`src/rtl/montgomery_mul.sv`:
```
// Bit-serial Montgomery multiplier: o_m = a*b*2^-WIDTH mod n, one a-bit per clock,
// WIDTH+1 cycles from start sample to the o_finished pulse.
module montgomery_mul #(
  parameter int WIDTH = 256
) (
  input  logic             i_clk,
  input  logic             i_rst_n,
  input  logic             i_start,
  input  logic [WIDTH-1:0] i_a,
  input  logic [WIDTH-1:0] i_b,
  input  logic [WIDTH-1:0] i_n,
  output logic [WIDTH-1:0] o_m,
  output logic             o_finished,
  output logic             o_busy
);

  localparam int CNT_W = $clog2(WIDTH) + 1;
  localparam int IDX_W = $clog2(WIDTH);
  localparam int ACC_W = WIDTH + 2;
  localparam logic [CNT_W-1:0] LAST = CNT_W'(WIDTH - 1);

  typedef enum logic [1:0] {
    IDLE  = 2'd0,
    CALC  = 2'd1,
    FINAL = 2'd2
  } state_e;

  state_e             state_q, state_d;
  logic [WIDTH-1:0]   a_q, a_d;
  logic [WIDTH-1:0]   b_q, b_d;
  logic [WIDTH-1:0]   n_q, n_d;
  logic [ACC_W-1:0]   m_q, m_d;
  logic [CNT_W-1:0]   cnt_q, cnt_d;
  logic [WIDTH-1:0]   om_q, om_d;
  logic               fin_q, fin_d;
  logic               busy_q;

  logic               a_bit;
  logic [ACC_W-1:0]   b_ext, n_ext;
  logic [ACC_W-1:0]   t_add, t_red, m_sub;

  // Iteration datapath: the WIDTH+2 accumulator holds m + b + n (< 4n) without loss.
  always_comb begin
    a_bit = a_q[cnt_q[IDX_W-1:0]];
    b_ext = {2'b00, b_q};
    n_ext = {2'b00, n_q};
    t_add = a_bit ? (m_q + b_ext) : m_q;
    t_red = t_add[0] ? (t_add + n_ext) : t_add;
    m_sub = m_q - n_ext;
  end

  always_comb begin
    state_d = state_q;
    a_d     = a_q;
    b_d     = b_q;
    n_d     = n_q;
    m_d     = m_q;
    cnt_d   = cnt_q;
    om_d    = om_q;
    fin_d   = 1'b0;
    unique case (state_q)
      IDLE: begin
        if (i_start) begin
          a_d     = i_a;
          b_d     = i_b;
          n_d     = i_n;
          m_d     = '0;
          cnt_d   = '0;
          state_d = CALC;
        end
      end
      CALC: begin
        m_d   = t_red >> 1;
        cnt_d = cnt_q + CNT_W'(1);
        if (cnt_q == LAST) begin
          state_d = FINAL;
        end
      end
      FINAL: begin
        om_d    = (m_q >= n_ext) ? m_sub[WIDTH-1:0] : m_q[WIDTH-1:0];
        fin_d   = 1'b1;
        state_d = IDLE;
      end
      default: begin
        state_d = IDLE;
      end
    endcase
  end

  // Control and result state; reset can land mid-operation and discards it.
  always_ff @(posedge i_clk or negedge i_rst_n) begin
    if (!i_rst_n) begin
      state_q <= IDLE;
      m_q     <= '0;
      cnt_q   <= '0;
      om_q    <= '0;
      fin_q   <= 1'b0;
      busy_q  <= 1'b0;
    end else begin
      state_q <= state_d;
      m_q     <= m_d;
      cnt_q   <= cnt_d;
      om_q    <= om_d;
      fin_q   <= fin_d;
      busy_q  <= (state_d != IDLE);
    end
  end

  // Latched operands are only meaningful after a start, so they carry no reset.
  always_ff @(posedge i_clk) begin
    a_q <= a_d;
    b_q <= b_d;
    n_q <= n_d;
  end

  assign o_m        = om_q;
  assign o_finished = fin_q;
  assign o_busy     = busy_q;

endmodule

```
`config.mk`:
```
export PLATFORM = sky130hd
export DESIGN_NAME = montgomery_mul
export DESIGN_NICKNAME = d
export VERILOG_FILES = /design/src/rtl/montgomery_mul.sv
export SDC_FILE = /design/constraint.sdc
export NUM_CORES = 2
export LEC_CHECK = 0
export ABC_CLOCK_PERIOD_IN_PS = 22300
export BUFFER_PORTS_ARGS = -buffer_cell sky130_fd_sc_hd__buf_2
export CORE_ASPECT_RATIO = 2
export CORE_UTILIZATION = 55
export DETAILED_ROUTE_END_ITERATION = 10
export PLACE_DENSITY = 0.75
export SLEW_MARGIN = 15
export SYNTH_ARGS = -nofsm -noshare
export SYNTH_HDL_FRONTEND = slang
export SYNTH_SLANG_ARGS = --single-unit
export TNS_END_PERCENT = 30
```
`constraint.sdc`:
```
create_clock -name i_clk -period 22.3 [get_ports i_clk]
set_input_delay 4.46 -clock i_clk [delete_from_list [all_inputs] [get_ports i_clk]]
set_output_delay 4.46 -clock i_clk [all_outputs]
set_load 0.01 [all_outputs]
```
==> impl_metrics.tcl, run 1 <==
set metrics [dict create \
    synthesis.nets 14123 \
    error_line "[ERROR GRT-0116] Global routing finished with congestion. Check the congestion regions in the DRC Viewer." \
    yosys_warnings 0 \
    overflow 1162 \
    grt_pass1_vias 125046 \
    row_count 225 \
    dp_hpwl_um 444000 \
    die_w_um 309 \
    yosysSeqAreaShare_pct 34.9 \
    status "stopped before the end" \
    stop_stage "global routing (5_1_grt)" \
    cts_root_buffer "clkbuf_16" \
    synthCells 12580 \
    async_reset_ff_share_pct 40.6 \
    die-height_um 616 \
    cts_buffers 115 \
    synth_edf_count 768 \
    cts_setup_buffers 0 \
    synth_area_um2 104000 \
    yosysUniqueCellTypes 94 \
    cts_sinks 1294 \
    grt_pass1_wl_um 1010000 \
    ios 1029 \
    cts_buffer_depth 3 \
    track_usage_pct 72.6 \
    post_cts_resized 0 \
    cts-htree-levels 3 \
    gp_congestion 1.28 \
    portBuffers 1028 \
    initial_utilization_pct 55.3 \
    ys_ff_latch 1294 \
    avgSynthCellArea_um2 8.25 \
    synth_flop_cell "edfxtp_1" \
    ctsHoldBuffers 0 \
    grt_max_degree 168 \
    dpl_cell_area_um2 111000 \
]
-- routing by layer --
layer / overflow / GRT usage (%)
met3: 18 / 49.8
met4: 411 / 78.8
met2: 729 / 94.1
met5: 0 / 15.6
met1: 4 / 70.9
-- synth_stat cells (all sizes together) (26+ instances only) --
master	n	area (µm²)
and2	29	181
o21bai	276	2070
and3	35	219
dfrtp	526	13200
nand2b	75	469
a221oi	41	359
o21a	111	833
nor2	1025	3860
o211ai	47	358
buf	43	233
nor2b	88	551
mux4	45	1010
or2	40	250
a21boi	62	465
nor4	62	388
nand3	119	596
edfxtp	768	23100
o31ai	59	462
xnor2	469	4110
a211oi	36	280
a31oi	89	563
a21o	386	2900
o221ai	36	315
inv	573	2150
ha	769	9620
nand2	1487	5580
a221o	71	711
nor3	173	876
a22oi	53	398
o21ai	1433	7190
xor2	277	2430
and4	26	228
clkbuf	698	2620
nand4	448	2800
mux2i	47	474
mux2	85	957
a21oi	1665	8340
or3	44	275
-- metrics by stage --
| stage | hold WS [ps] | utilization [%] | setup WS (ps) | instances |
|---|---|---|---|---|
| after CTS | 480 | 61.1 | 10290 | 15747 |
| after detailed placement | 465 | 59.0 | 10370 | 15528 |
| after global placement | 457 | 59.0 | 10220 | 15526 |
| after floorplan | 476 | - | 1860 | 12580 |
-- kinds of logic after synthesis --
family | synth area share, %
flip-flops | 34.9
multiplexers | 2.36
AND/OR/NAND/NOR | 16.1
adder cells (fa/ha/maj) | 9.33
AO/OA/AOI/OAI | 26.2
buffers and inverters | 4.82
XOR/XNOR | 6.30
==> run 2: changes to the inputs <==
--- a/config.mk
+++ b/config.mk
@@ -7,10 +7,9 @@
 export LEC_CHECK = 0
 export ABC_CLOCK_PERIOD_IN_PS = 22300
 export BUFFER_PORTS_ARGS = -buffer_cell sky130_fd_sc_hd__buf_2
-export CORE_ASPECT_RATIO = 2
-export CORE_UTILIZATION = 55
+export CORE_UTILIZATION = 40
 export DETAILED_ROUTE_END_ITERATION = 10
-export PLACE_DENSITY = 0.75
+export PLACE_DENSITY_LB_ADDON = 0.15
 export SLEW_MARGIN = 15
 export SYNTH_ARGS = -nofsm -noshare
 export SYNTH_HDL_FRONTEND = slang
==> run 2 against run 1 <==
Effect of this change:
- the run now ends clean
- synthesized area is the same
- synthesized cell count is the same
==> impl_metrics.tcl, run 2 <==
set metrics [dict create \
    r2r-end "m_q[249]" \
    yosysSeqAreaShare_pct 34.9 \
    worstHoldPathCells 2 \
    cts.clk_slew.worst_paths_ps 60 \
    max_stage_delay_ps 850 \
    cts_buffer_depth 4 \
    setup_ws_ps 9390 \
    ys_ff_latch 1294 \
    initial_utilization_pct 40.3 \
    dp_slack_ps 9670 \
    dp_hpwl_um 427000 \
    fin_crit_ps 12910 \
    async_reset_ff_share_pct 40.6 \
    yosysUniqueCellTypes 94 \
    antenna_found_initial 64 \
    rrSetupSlack_ps 9390 \
    cts_root_buffer "clkbuf_16" \
    final_cell_mix "a21oi_1 (1662), nand2_1 (1485), o21ai_0 (1410)" \
    crit-reg2reg-launch "m_q[0]" \
    met2_length_um 232000 \
    setup_viol 0 \
    critPathBufInv 1 \
    criticalPathCategory "flip-flop to flip-flop" \
    hold_class "flip-flop to flip-flop" \
    multi_input_area_um2 62700 \
    worstHoldEndpoint "o_m[79]" \
    cap_violations 0 \
    slew_violations 0 \
    gp_congestion 1.04 \
    die-height_um 511 \
    tightest_slew_ps 1280 \
    period_share_pct 57.9 \
    highest_layer "met5" \
    antenna_left 0 \
    ios 1029 \
    ys_top_cells_by_area "edfxtp_1 (22%), dfrtp_1 (13%), ha_1 (9.3%)" \
    row_count 186 \
    crit_path_start_kind "flip-flop" \
    ff2ff_path_depth 40 \
    area_delta_synth_final_pct 12.8 \
    cts_sinks 1294 \
    critPathSlowestCell "dfrtp_1" \
    synth_area_um2 104000 \
    slew_headroom_pct 14.7 \
    drc 0 \
    grt_pass1_wl_um 724000 \
    hold_violations 0 \
    nNetsFinal 14692 \
    portBuffers 1028 \
    grt_pass1_vias 99226 \
    die_w_um 511 \
    drt-total-wl_um 515000 \
    cp_max_fo 11 \
    synth_area_leader_cell "edfxtp_1" \
    cts_setup_buffers 0 \
    cts-htree-levels 4 \
    synth_most_common_cell "a21oi_1" \
    post_cts_resized 0 \
    overflow 0 \
    rsz0062_at_grt "false" \
    synth_top_cell_area_share_pct 22.2 \
    synth_common_cells "a21oi_1 (1663), nand2_1 (1486), o21ai_0 (1412), nor2_1 (1024), ha_1 (769)" \
    fmax_mhz 77.5 \
    final_layout_size_suffix_gt1_share_pct 12.3 \
    wl_per_cell_um 30.8 \
    via_per_inst 6.23 \
    regMostFlops "m_q" \
    synth_edf_count 768 \
    ctsHoldBuffers 0 \
    grt_max_degree 167 \
    avgSynthCellArea_um2 8.25 \
    synthesis.nets 14123 \
    vias 104051 \
    detail_route.first_pass.iterations 7 \
    dieArea_um2 261000 \
    cts_tree "done" \
    cts_buffers 159 \
    yosys_warnings 0 \
    status "complete, no violations" \
    met3_length_um 38300 \
    tns_ps 0 \
    hold_start "o_m[79]" \
    cp_common_cell "nor2_1" \
    cp.arrival_ps 13670 \
    track_usage_pct 37.9 \
    cp-end-kind "flip-flop" \
    layout_commonest_cell "a21oi_1" \
    required_ps 23060 \
    crit_family "compound AO/OA/AOI/OAI gates" \
    wl_met1_um 211000 \
    fill_cells 25636 \
    drt_iter0_drc 11796 \
    synthCells 12580 \
    core-area_um2 257000 \
    largest_reg_flops 257 \
    clock_skew_ps 115 \
    seqCellArea_um2 36200 \
    clkLatencyLatePin_ps 920 \
    synth_flop_cell "edfxtp_1" \
]
run 2: cell counts after synthesis:
No cell type changed its count.
run 2: cell type report:
class / instances / area share, %
sequential: 1294 / 31.0
clock inverter: 84 / 0.945
antenna: 39 / 0.0834
timing repair buffer: 1149 / 5.29
tap: 3384 / 3.62
clock buffer: 205 / 3.69
inverter: 573 / 1.84
multi-input combinational: 9972 / 53.6
run 2: kinds of logic (layout without fill, tap and decap cells):
logic type / after synthesis / in the layout / synth area share (%)
AO/OA/AOI/OAI: 4570 / 4570 / 26.2
adder cells (fa/ha/maj): 772 / 772 / 9.33
multiplexers: 177 / 177 / 2.36
flip-flops: 1294 / 1294 / 34.9
AND/OR/NAND/NOR: 3707 / 3707 / 16.1
XOR/XNOR: 746 / 746 / 6.30
other: 0 / 39 / 0
buffers and inverters: 1314 / 2011 / 4.82
run 2: metrics by stage:
step / hold WS [ps] / util (%) / instances / cell area (µm²)
after floorplan: 476 / - / 12580 / 104000
after global placement: 459 / 43.3 / 16372 / 111000
after detailed placement: 465 / 43.3 / 16372 / 111000
after CTS: 477 / 45.4 / 16661 / 117000
after global routing: 492 / 45.4 / 16680 / 117000
final: 472 / 45.5 / 16700 / 117000
run 2: how the worst max path moves through the flow:
stage            start       end  slack (ps)  cells after the start
2_1_floorplan  i_start    a_q[0]        1860                      2
3_3_place_gp    m_q[0]  m_q[249]        9910                     40
3_5_place_dp    m_q[0]  m_q[249]        9670                     40
4_1_cts         m_q[0]  m_q[249]        9650                     40
5_1_grt         m_q[0]  m_q[249]        9020                     40
6_report        m_q[0]  m_q[249]        9390                     40
run 2: worst min-delay path, stage by stage (launching register included):
cell and delay (ps):
dfrtp_1 330, nand2_1 40, o21ai_0 60
run 2: layer usage:
| metal | vias up | GRT usage (%) |
|---|---|---|
| li1 | 47133 | - |
| met1 | 50788 | 48.8 |
| met2 | 5151 | 60.6 |
| met3 | 947 | 5.75 |
| met4 | 32 | 21.5 |
| met5 | - | 0 |
Power of run 2 is not shown: default switching activity piles up to over one toggle a cycle in this logic, so the estimate is an artifact.
